`src/rtl/cpu_types_pkg.sv`:
```
// Shared types and default constants for the CPU interrupt subsystem.
package cpu_types_pkg;

  localparam int          IRQ_MAX_SRC  = 8;
  localparam logic [15:0] DEF_ADDR_IF  = 16'hFF0F;
  localparam logic [15:0] DEF_ADDR_IE  = 16'hFFFF;
  localparam logic [15:0] DEF_VEC_BASE = 16'h0040;

  typedef enum logic {
    IRQ_IDLE,
    IRQ_OFFER
  } irq_state_t;

  // EI takes effect only after the instruction following it has completed.
  typedef enum logic [1:0] {
    EI_OFF,
    EI_WAIT1,
    EI_WAIT2
  } ei_state_t;

endpackage

```
`src/rtl/bus_if.sv`:
```
// Simple byte-wide register bus between the CPU and its memory-mapped peripherals.
interface Bus_if;

  logic [15:0] addr;
  logic [7:0]  wdata;
  logic        write_en;
  logic        read_en;
  logic [7:0]  rdata;

  modport Peripheral_side (input addr, input wdata, input write_en, input read_en, output rdata);
  modport Host_side       (output addr, output wdata, output write_en, output read_en, input rdata);

endinterface

```
`src/rtl/irq_prio_enc.sv`:
```
// Lowest-set-bit priority encoder: bit 0 is the highest priority.
module irq_prio_enc
  import cpu_types_pkg::*;
#(
  parameter int N = IRQ_MAX_SRC
) (
  input  logic [N-1:0] vec_i,
  output logic [2:0]   idx_o,
  output logic         any_o
);

  always_comb begin
    idx_o = 3'd0;
    any_o = 1'b0;
    for (int i = N - 1; i >= 0; i--) begin
      if (vec_i[i]) begin
        idx_o = 3'(i);
        any_o = 1'b1;
      end
    end
  end

endmodule

```
`src/rtl/irq_controller.sv`:
```
// Interrupt controller with IF/IE registers, delayed EI, and a single-offer dispatch FSM.
// Define IRQ_EDGE_DETECT_EN to treat req as a level qualified by a rising-edge detector.
module irq_controller
  import cpu_types_pkg::*;
#(
  parameter int          NUM_SRC    = 5,
  parameter logic [15:0] VEC_BASE   = DEF_VEC_BASE,
  parameter int          VEC_STRIDE = 8,
  parameter logic [15:0] ADDR_IF    = DEF_ADDR_IF,
  parameter logic [15:0] ADDR_IE    = DEF_ADDR_IE
) (
  input  logic               clk,
  input  logic               reset,
  Bus_if.Peripheral_side     bus,
  input  logic [NUM_SRC-1:0] req,
  input  logic               instr_boundary,
  input  logic               ei_req,
  input  logic               di_req,
  output logic               irq_valid,
  output logic [2:0]         irq_index,
  output logic [15:0]        irq_vector,
  input  logic               irq_ack,
  output logic               wake,
  output logic               ime
);

  logic [NUM_SRC-1:0] if_q, if_d, set_req, pending;
  logic [7:0]         ie_q, ie_d, if_rd, if_d_ext, clr_mask;
  logic               ime_q, ime_d;
  ei_state_t          ei_q, ei_d;
  irq_state_t         state_q, state_d;
  logic [2:0]         idx_q, idx_d, enc_idx;
  logic               enc_any, wr_if, wr_ie, ack_take;

`ifdef IRQ_EDGE_DETECT_EN
  logic [NUM_SRC-1:0] req_prev_q;

  always_ff @(posedge clk) begin
    if (!reset) req_prev_q <= '0;
    else        req_prev_q <= req;
  end

  assign set_req = req & ~req_prev_q;
`else
  assign set_req = req;
`endif

  assign wr_if    = bus.write_en && (bus.addr == ADDR_IF);
  assign wr_ie    = bus.write_en && (bus.addr == ADDR_IE);
  assign ack_take = (state_q == IRQ_OFFER) && irq_ack;
  assign clr_mask = 8'h01 << idx_q;
  assign pending  = if_q & ie_q[NUM_SRC-1:0];

  irq_prio_enc #(.N(NUM_SRC)) u_prio (
    .vec_i (pending),
    .idx_o (enc_idx),
    .any_o (enc_any)
  );

  // A hardware request always wins over a bus write or an ack clear.
  always_comb begin
    if_d = if_q;
    if (wr_if)    if_d = bus.wdata[NUM_SRC-1:0];
    if (ack_take) if_d = if_d & ~clr_mask[NUM_SRC-1:0];
    if_d = if_d | set_req;
    ie_d = wr_ie ? bus.wdata : ie_q;
    if_rd = 8'hFF;
    if_rd[NUM_SRC-1:0] = if_q;
    if_d_ext = 8'hFF;
    if_d_ext[NUM_SRC-1:0] = if_d;
  end

  always_comb begin
    ime_d = ime_q;
    ei_d  = ei_q;
    if (instr_boundary) begin
      if (ei_q == EI_WAIT2) begin
        ime_d = 1'b1;
        ei_d  = EI_OFF;
      end else if (ei_q == EI_WAIT1) begin
        ei_d = EI_WAIT2;
      end
    end
    if (ei_req) ei_d = EI_WAIT1;
    if (di_req || ack_take) begin
      ime_d = 1'b0;
      ei_d  = EI_OFF;
    end
  end

  // Withdrawal looks at next-cycle IF/IE so the offer drops as the bus clear lands.
  always_comb begin
    state_d = state_q;
    idx_d   = idx_q;
    case (state_q)
      IRQ_IDLE: begin
        if (instr_boundary && ime_q && enc_any) begin
          state_d = IRQ_OFFER;
          idx_d   = enc_idx;
        end
      end
      IRQ_OFFER: begin
        if (irq_ack || !if_d_ext[idx_q] || !ie_d[idx_q]) state_d = IRQ_IDLE;
      end
      default: state_d = IRQ_IDLE;
    endcase
  end

  always_ff @(posedge clk) begin
    if (!reset) begin
      if_q    <= '0;
      ie_q    <= 8'h00;
      ime_q   <= 1'b0;
      ei_q    <= EI_OFF;
      state_q <= IRQ_IDLE;
      idx_q   <= 3'd0;
    end else begin
      if_q    <= if_d;
      ie_q    <= ie_d;
      ime_q   <= ime_d;
      ei_q    <= ei_d;
      state_q <= state_d;
      idx_q   <= idx_d;
    end
  end

  assign bus.rdata  = !bus.read_en              ? 8'h00 :
                      (bus.addr == ADDR_IF)     ? if_rd :
                      (bus.addr == ADDR_IE)     ? ie_q  : 8'h00;
  assign irq_valid  = (state_q == IRQ_OFFER);
  assign irq_index  = idx_q;
  assign irq_vector = VEC_BASE + 16'(VEC_STRIDE) * {13'd0, idx_q};
  assign wake       = |pending;
  assign ime        = ime_q;

endmodule

```
`src/flat_wrapper.sv`:
```
// flat-port wrapper written by rule: the top's interface ports become plain ports
module irq_controller_flat import cpu_types_pkg::*;
#(
  parameter int          NUM_SRC    = 5,
  parameter logic [15:0] VEC_BASE   = DEF_VEC_BASE,
  parameter int          VEC_STRIDE = 8,
  parameter logic [15:0] ADDR_IF    = DEF_ADDR_IF,
  parameter logic [15:0] ADDR_IE    = DEF_ADDR_IE
)
  (clk, reset, req, instr_boundary, ei_req, di_req, irq_valid, irq_index, irq_vector, irq_ack, wake, ime, bus_addr, bus_wdata, bus_write_en, bus_read_en, bus_rdata);
  Bus_if bus_i ();
  input  logic clk;
  input  logic reset;
  input  logic [NUM_SRC-1:0] req;
  input  logic instr_boundary;
  input  logic ei_req;
  input  logic di_req;
  output logic irq_valid;
  output logic [2:0] irq_index;
  output logic [15:0] irq_vector;
  input  logic irq_ack;
  output logic wake;
  output logic ime;
  input wire logic [$bits(bus_i.addr)-1:0] bus_addr;
  input wire logic [$bits(bus_i.wdata)-1:0] bus_wdata;
  input wire logic [$bits(bus_i.write_en)-1:0] bus_write_en;
  input wire logic [$bits(bus_i.read_en)-1:0] bus_read_en;
  output wire logic [$bits(bus_i.rdata)-1:0] bus_rdata;
  assign bus_i.addr = bus_addr;
  assign bus_i.wdata = bus_wdata;
  assign bus_i.write_en = bus_write_en;
  assign bus_i.read_en = bus_read_en;
  assign bus_rdata = bus_i.rdata;
  irq_controller #(.NUM_SRC(NUM_SRC), .VEC_BASE(VEC_BASE), .VEC_STRIDE(VEC_STRIDE), .ADDR_IF(ADDR_IF), .ADDR_IE(ADDR_IE)) u_core (.clk(clk), .reset(reset), .bus(bus_i), .req(req), .instr_boundary(instr_boundary), .ei_req(ei_req), .di_req(di_req), .irq_valid(irq_valid), .irq_index(irq_index), .irq_vector(irq_vector), .irq_ack(irq_ack), .wake(wake), .ime(ime));
endmodule
```
`config.mk`:
```
export PLATFORM = sky130hd
export DESIGN_NAME = irq_controller_flat
export DESIGN_NICKNAME = d
export VERILOG_FILES = /design/src/rtl/cpu_types_pkg.sv /design/src/rtl/bus_if.sv /design/src/rtl/irq_prio_enc.sv /design/src/rtl/irq_controller.sv /design/src/flat_wrapper.sv
export SDC_FILE = /design/constraint.sdc
export NUM_CORES = 1
export LEC_CHECK = 0
export BUFFER_PORTS_ARGS = -buffer_cell sky130_fd_sc_hd__buf_2
export CORE_ASPECT_RATIO = 0.9
export CORE_MARGIN = 2
export CORE_UTILIZATION = 45
export CTS_CLUSTER_SIZE = 16
export DETAILED_ROUTE_END_ITERATION = 6
export PLACE_DENSITY = 0.77
export RECOVER_POWER = 50
export SYNTH_ARGS = -nofsm -noshare
export SYNTH_HDL_FRONTEND = slang
export SYNTH_SLANG_ARGS = --single-unit
```
`constraint.sdc`:
```
create_clock -name clk -period 2.5 [get_ports clk]
set_input_delay 0.375 -clock clk [delete_from_list [all_inputs] [get_ports clk]]
set_output_delay 0.375 -clock clk [all_outputs]
set_load 0.02 [all_outputs]
```
# --- Word-level counts from Yosys, hierarchy flattened ---
# Cells that the tools add are included.
# W data, S select, Z words.
word_totals:
  register_bits: 20
  input_bits: 37
  out_inout_bits: 30
  wordCells: 67
op_classes:
  add_sub_neg: 1
  order_cmp: 1
  n_eq_ne: 4
  shifts: 1
  muxes: 27
  bitwise_logic: 6
  n_reduce_logical: 20
op_table:
  columns: ["cell", "n"]
  rows:
  - ["$eq A16 B16 Y1 const B", 2]
  - ["$mux W8", 4]
  - ["$mux W3", 5]
  - ["$mux W1", 11]
  - ["$and A5 B5 Y5", 2]
  - ["$mux W5", 2]
  - ["$add A7 B6 Y8 const A", 1]
  - ["$reduce_and A2 Y1", 4]
  - ["$bmux W1 S3", 2]
  - ["$logic_and A1 B1 Y1", 5]
  - ["$not A5 Y5", 1]
  - ["$or A5 B5 Y5", 1]
  - ["$reduce_or A5 Y1", 1]
  - ["$shl A1 B3 Y5 const A", 1]
  - ["$lt A3 B4 Y1 const B", 1]
  - ["$mux W2", 2]
  - ["$reduce_bool A2 Y1", 2]
  - ["$logic_or A1 B1 Y1", 3]
  - ["$reduce_bool A3 Y1", 1]
  - ["$reduce_or A3 Y1", 1]
  - ["$eq A2 B1 Y1 const B", 1]
  - ["$eq A2 B2 Y1 const B", 1]
  - ["$logic_not A1 Y1", 2]
  - ["$not A1 Y1", 2]
  - ["other kinds (2)", 2]

# --- Logic depth before layout (Yosys ltp) ---
# Gate-level depths: netlist of the first run.
depth:
  depth_word: 13
  mapped_depth: 7
  depth_no_buf: 6

# --- By module ---
# A second synthesis of the first run with hierarchy kept.
unflattened:
  cells_unflattened: 187
  area_unflattened_um2: 1512.7
modules_own_cells:
  columns: ["module", "n_inst", "cells_per_inst", "area_per_inst_um2", "seq_area_each_um2"]
  rows:
  - ["irq_controller", 1, 179, 1463.9, 400.4]
  - ["irq_prio_enc", 1, 8, 48.8, 0.0]

# --- Worst setup path before layout of the first run ---
# No wires, ideal clock.
synth_path:
  path_type: "input to output"
  start: "in bus_addr[5]"
  end: "out bus_rdata[0]"
  t_arrival_ps: 1847
  required_time_ps: 2125
  path_slack_ps: 278
  stages: 5
  path_buffers: 1
  path_cell_list: "or4_4 -> nor4_4 -> buf_2 -> a22oi_1 -> nor2b_1"
synth_between:
  elab_chain_len: 4
  word_cells_on_any_way: 5
  cone_classes: "2 x eq/ne; 3 x mux"
synth_rtl:
  columns: ["element", "line_no", "source"]
  rows:
  - ["start, declared", "flat_wrapper.sv:24", "input wire logic [$bits(bus_i.addr)-1:0] bus_addr;"]
  - ["$eq A16 B16 Y1", "irq_controller.sv:129", "(bus.addr == ADDR_IE) ? ie_q : 8'h00;"]
  - ["$mux W8", "irq_controller.sv:129", null]
  - ["$mux W8 *", "irq_controller.sv:128", "(bus.addr == ADDR_IF) ? if_rd :"]
  - ["$mux W8 *", "irq_controller.sv:127", "assign bus.rdata = !bus.read_en ? 8'h00 :"]
  - ["end, declared", "flat_wrapper.sv:28", "output wire logic [$bits(bus_i.rdata)-1:0] bus_rdata;"]
# Every way passes the cells marked *; elsewhere a longest branch is shown, timed or not.

# --- Worst setup path after layout of the first run ---
layout_path:
  start: "in bus_addr[5]"
  end: "out bus_rdata[2]"
# Same word-level chain as after synthesis.

==> flow_metrics.py, run 1 <==
metrics = {
    "clock_tree": {
        "clk_path_buf_depth": 2,
        "cts_buffers": 3,
        "htreeDepth": 1,
        "cts_tree": "yes",
        "root_buffer": "clkbuf_4",
        "postCtsSetupBuffers": 0,
        "clock_latency_ps": 310,
        "numClockSinks": 20,
        "clk_transition_reported_paths_ps": 110,
        "cts-hold-fix-buffers": 0,
        "postCtsResizedCells": 0,
    },
    "critical_path": {
        "crit_fanout": 13,
        "rr_endpoint": "u_core.irq_valid",
        "slowest_stage": "or4_4",
        "reg2regPathDepth": 6,
        "endpoint": "bus_rdata[2]",
        "cpPeakStageDelay_ps": 550,
        "reg2reg_slack_ps": 760,
        "criticalPathCategory": "in2out",
        "rr_startpoint": "u_core.ie_q[1]",
        "cp_data_required_time_ps": 2120,
        "timing.critical_path.mode_cell": "buf_2",
        "critical_path_arrival_ps": 1890,
        "cp-end-kind": "output pin",
        "crit_start": "bus_addr[5]",
        "worstSetupStartpointType": "input pin",
        "crit_chain": "buf_2 -> or4_4 -> nor4_4 -> buf_12 -> a22oi_1 -> nor2b_1 -> buf_2",
    },
    "timing": {
        "finClkSkew_ps": 3.92,
        "slew_headroom_pct": 66.3,
        "fin_crit_ps": 2270,
        "fin_crit_sh_pct": 90.6,
        "worst_slew_pin_slew_ps": 504,
        "finalMaxSlewViolations": 0,
        "rsz0062_at_grt": "no",
        "hold_viol_final": 0,
        "max_freq_mhz": 441,
        "setup_violations": 0,
        "postLayoutSetupSlackWorst_ps": 234,
        "setup-tns-final_ps": 0,
    },
    "global_route": {
        "grt_first_pass_wirelength_um": 5820,
        "track_usage_pct": 19.8,
        "grt_pass1_vias": 1235,
        "antenna_found_initial": 0,
        "grt-ovfl-total": 0,
        "grt_max_degree": 16,
    },
    "finish": {
        "n_antenna_cell": 0,
        "stdcell_count": 267,
        "syn_to_final_growth_pct": 17.9,
        "final_nets": 266,
        "post-route-util_pct": 56.1,
        "regArea_um2": 400,
        "drive_gt1_share_pct": 29.8,
        "fillers": 298,
        "multiInputGateArea_um2": 923,
    },
    "logic_synthesis": {
        "yosys.cell_types.count": 41,
        "yosys_warnings": 0,
        "synth_top_area_share_pct": 27.4,
        "ys_seq_area_share_pct": 27.4,
        "synth_seq_cells": 20,
        "yosys.area.top_type": "dfxtp_1",
        "synthArstFlopShare_pct": 0,
        "synth_area_mm2": 0.00146,
        "synthCells": 176,
        "syn_area_per_cell_um2": 8.30,
        "synth_area_leaders": "dfxtp_1, buf_4, a21oi_1",
        "synthFlopType": "dfxtp_1",
        "synth_edf_count": 0,
    },
    "power_and_ir_drop": {
        "p_leak_nw": 0.707,
        "p_total_mw": 0.585,
        "max-vdd-ir-drop_mv": 0.318,
        "powerDensity_mw_per_mm2": 340,
    },
    "drt": {
        "dr.pass1.iters": 4,
        "drtIter0Drc": 71,
        "routed_via_density": 5.49,
        "antenna_left": 0,
        "wire_per_inst_um": 13.6,
        "remaining_drc_errors": 0,
        "via_count": 1466,
        "drt-total-wl_um": 3630,
    },
    "die": {
        "fp-row-count": 19,
        "ios": 67,
        "die_w_um": 64.0,
        "core_area_mm2": 0.00307,
        "die-area_mm2": 0.00372,
        "initial_core_util_pct": 47.6,
        "fp.dieH_um": 58.0,
    },
    "place": {
        "place_inst": 264,
        "place_ws_ps": 149,
        "gp_congestion": 0.841,
        "dp_hpwl_um": 2810,
        "portBuffers": 53,
    },
    "run_status": {
        "status": "finished, final reports clean",
    },
    "worst_hold_path": {
        "hold_path.class": "in2reg",
    },
    "flow_run": {
        "max_cap_viol_count": 0,
    },
}
layout by cell type, fill, tap and decap left out, types with 5 or more instances in the layout:
| cell | instances |
|---|---|
| a21oi_1 | 19 |
| a22oi_1 | 7 |
| a31oi_1 | 5 |
| buf_2 | 47 |
| clkbuf_1 | 6 |
| conb_1 | 13 |
| dfxtp_1 | 20 |
| inv_1 | 8 |
| nand2_1 | 12 |
| nand3_1 | 10 |
| nand4_1 | 6 |
| nor2_1 | 7 |
| nor2b_1 | 10 |
| nor3_1 | 6 |
metrics by stage:
step	area, um^2	hold slack (ps)
floorplan	1500	442
global placement	1710	457
detailed placement	1710	470
CTS	1740	226
global route	1720	229
finish	1720	232
synthesized netlist by cell type, drive strengths merged (4+ instances only):
cell type  count
a21oi         19
a22oi          7
a31oi          5
buf           17
clkbuf         4
dfxtp         20
inv            8
nand2         12
nand3         10
nand3b         4
nand4          8
nor2           7
nor2b         10
nor3           6
where the power goes:
part	internal (mW)	switching [mW]
combinational	0.0368	0.0562
clock	0.0564	0.102
sequential	0.326	0.00817
total	0.419	0.167
routing by layer:
layer / track usage, % / part of all wire [%]
met5: 0 / 0
met2: 31.7 / 43
met4: 5.59 / 0.74
met3: 4.08 / 10
met1: 27.3 / 46
layout make-up:
type / instances / area share [%]
Multi-Input combinational cell: 138 / 53.6
Sequential cell: 20 / 23.3
Timing Repair Buffer: 56 / 17.0
Tap cell: 42 / 3.05
Inverter: 8 / 1.74
Clock buffer: 3 / 1.31
flip-flops by register name, indices dropped and copies added (netlist names):
name and flops:
u_core.ie_q 8, u_core.if_q 5, u_core.irq_index 3, u_core.ei_q 2, u_core.ime 1, u_core.irq_valid 1
logic make-up (layout without fill, tap and decap cells):
logic type                 Yosys count  in the layout  share of synthesized area [%]
muxes                                5              5                           6.17
adders and majority gates            2              2                           1.71
DFF                                 20             20                           27.4
and+or+nand+nor                     69             69                           30.3
buffers and inverters               29             67                           11.7
other                                2             13                          0.514
AOI/OAI and AO/OA                   49             49                           22.2
worst max-delay path, delay by kind of cell:
| kind | cells | cell delay (ps) |
|---|---|---|
| buffers and inverters | 3 | 460 |
| AOI/OAI and AO/OA | 1 | 90 |
| and+or+nand+nor | 3 | 970 |
worst min-delay path by stage:
stage | from | end | slack [ps] | cells past startpoint
after global placement | u_core.ie_q[7] | u_core.ie_q[7] | 460 | 2
after global routing | ei_req | u_core.ei_q[1] | 230 | 2
after CTS | ei_req | u_core.ei_q[1] | 230 | 2
final | ei_req | u_core.ei_q[1] | 230 | 2
after floorplan | u_core.ie_q[5] | u_core.ie_q[5] | 440 | 2
after detailed placement | u_core.ie_q[7] | u_core.ie_q[7] | 470 | 2
Power figures use the tool's default switching activity.
==> run 2: changes to the inputs <==
- ABC_CLOCK_PERIOD_IN_PS: default -> 2500
- RECOVER_POWER: 50 -> default
==> flow_metrics.py, run 2 (synthesized netlist as in run 1, its figures left out) <==
metrics = {
    "run_status": {
        "status": "finished, final reports clean",
    },
    "die": {
        "ios": 67,
        "fp-row-count": 19,
        "die-area_mm2": 0.00372,
        "core_area_mm2": 0.00307,
        "initial_core_util_pct": 47.6,
        "fp.dieH_um": 58.0,
        "die_w_um": 64.0,
    },
    "drt": {
        "via_count": 1476,
        "drt-total-wl_um": 3640,
        "drtIter0Drc": 76,
        "wire_per_inst_um": 13.6,
        "dr.pass1.iters": 4,
        "remaining_drc_errors": 0,
        "antenna_left": 0,
        "routed_via_density": 5.53,
    },
    "clock_tree": {
        "cts-hold-fix-buffers": 0,
        "numClockSinks": 20,
        "clk_transition_reported_paths_ps": 110,
        "htreeDepth": 1,
        "cts_buffers": 3,
        "postCtsResizedCells": 0,
        "cts_tree": "yes",
        "clock_latency_ps": 310,
        "clk_path_buf_depth": 2,
        "postCtsSetupBuffers": 0,
        "root_buffer": "clkbuf_4",
    },
    "timing": {
        "slew_headroom_pct": 65.0,
        "finalMaxSlewViolations": 0,
        "hold_viol_final": 0,
        "rsz0062_at_grt": "no",
        "max_freq_mhz": 439,
        "finClkSkew_ps": 5.77,
        "fin_crit_sh_pct": 91.1,
        "setup_violations": 0,
        "worst_slew_pin_slew_ps": 524,
        "setup-tns-final_ps": 0,
        "holdWs_ps": 232,
        "fin_crit_ps": 2280,
    },
    "critical_path": {
        "cp-end-kind": "output pin",
        "cp_data_required_time_ps": 2120,
        "crit_start": "bus_addr[5]",
        "critical_path_arrival_ps": 1900,
        "rr_startpoint": "u_core.irq_index[1]",
        "cpPeakStageDelay_ps": 550,
        "slowest_stage": "or4_4",
        "criticalPathCategory": "in2out",
        "crit_chain": "buf_2 -> or4_4 -> nor4_4 -> buf_12 -> a22oi_1 -> nor2b_1 -> buf_2",
        "worstSetupStartpointType": "input pin",
        "timing.critical_path.mode_cell": "buf_2",
        "crit_fanout": 13,
    },
    "finish": {
        "drive_gt1_share_pct": 32.9,
        "layout_commonest_cell": "buf_2",
        "regMostFlops": "u_core.ie_q",
        "syn_to_final_growth_pct": 18.9,
        "n_antenna_cell": 0,
        "final_nets": 266,
        "post-route-util_pct": 56.6,
        "layout_common_cells": "buf_2, dfxtp_1, a21oi_1",
        "largest_reg_flops": 8,
    },
    "global_route": {
        "grt_pass1_vias": 1235,
        "grt_first_pass_wirelength_um": 5820,
        "track_usage_pct": 19.8,
        "grt_max_degree": 16,
        "antenna_found_initial": 0,
        "grt-ovfl-total": 0,
    },
    "flow_run": {
        "max_cap_viol_count": 0,
    },
    "power_and_ir_drop": {
        "max-vdd-ir-drop_mv": 0.314,
        "p_leak_nw": 0.742,
        "powerDensity_mw_per_mm2": 337,
    },
    "place": {
        "dp_hpwl_um": 2810,
        "gp_congestion": 0.841,
        "portBuffers": 53,
    },
    "worst_hold_path": {
        "hold_path.class": "in2reg",
        "hold_start": "ei_req",
    },
}
-- run 2: changes by cell type in the layout (fill, tap and decap cells not counted), sizes merged --
cell / previous run / this run
buf: 50 / 56
clkbuf: 9 / 3
-- run 2: cell type report --
cell class / instances / area (um^2)
Clock buffer: 3 / 22.5
Fill cell: 290 / 1330
Inverter: 8 / 30.0
Multi-Input combinational cell: 138 / 931
Sequential cell: 20 / 400
Tap cell: 42 / 52.6
Timing Repair Buffer: 56 / 300
-- run 2: worst paths after layout --
check,endpoint,slack [ps],depth (start not counted)
max reg2reg,u_core.irq_valid,740,6
max,bus_rdata[2],220,7
min,u_core.ei_q[1],230,2
min reg2reg,u_core.ie_q[7],490,2
-- run 2: where the power goes --
| part | switching [mW] | leakage (nW) | internal (mW) |
|---|---|---|---|
| clock network | 0.101 | 0.0138 | 0.0564 |
| logic | 0.0568 | 0.565 | 0.0369 |
| registers | 0.00825 | 0.163 | 0.326 |
| total | 0.166 | 0.742 | 0.419 |
-- run 2: critical path, delay by kind of cell --
| family | cells | cell delay (ps) |
|---|---|---|
| buf+inv | 3 | 450 |
| simple gates | 3 | 980 |
| compound gates | 1 | 90 |
-- run 2: per-stage QoR --
| stage | area, um^2 | power, mW | setup slack [ps] | cells |
|---|---|---|---|---|
| 3_5_place_dp | 1710 | 0.434 | 149 | 264 |
| 6_report | 1740 | 0.585 | 224 | 267 |
| 5_1_grt | 1740 | 0.621 | 185 | 267 |
| 3_3_place_gp | 1710 | 0.433 | 212 | 264 |
| 4_1_cts | 1740 | 0.590 | 243 | 267 |
| 2_1_floorplan | 1500 | 0.403 | 278 | 187 |
-- run 2: metal layers --
layer  vias up  routed length [um]  GRT usage, %
met3         2                 345          4.08
met1       663                1660          27.3
met4         0                  22          5.59
met2        83                1610          31.7
met5         -                   0             0
li1        728                   -             -
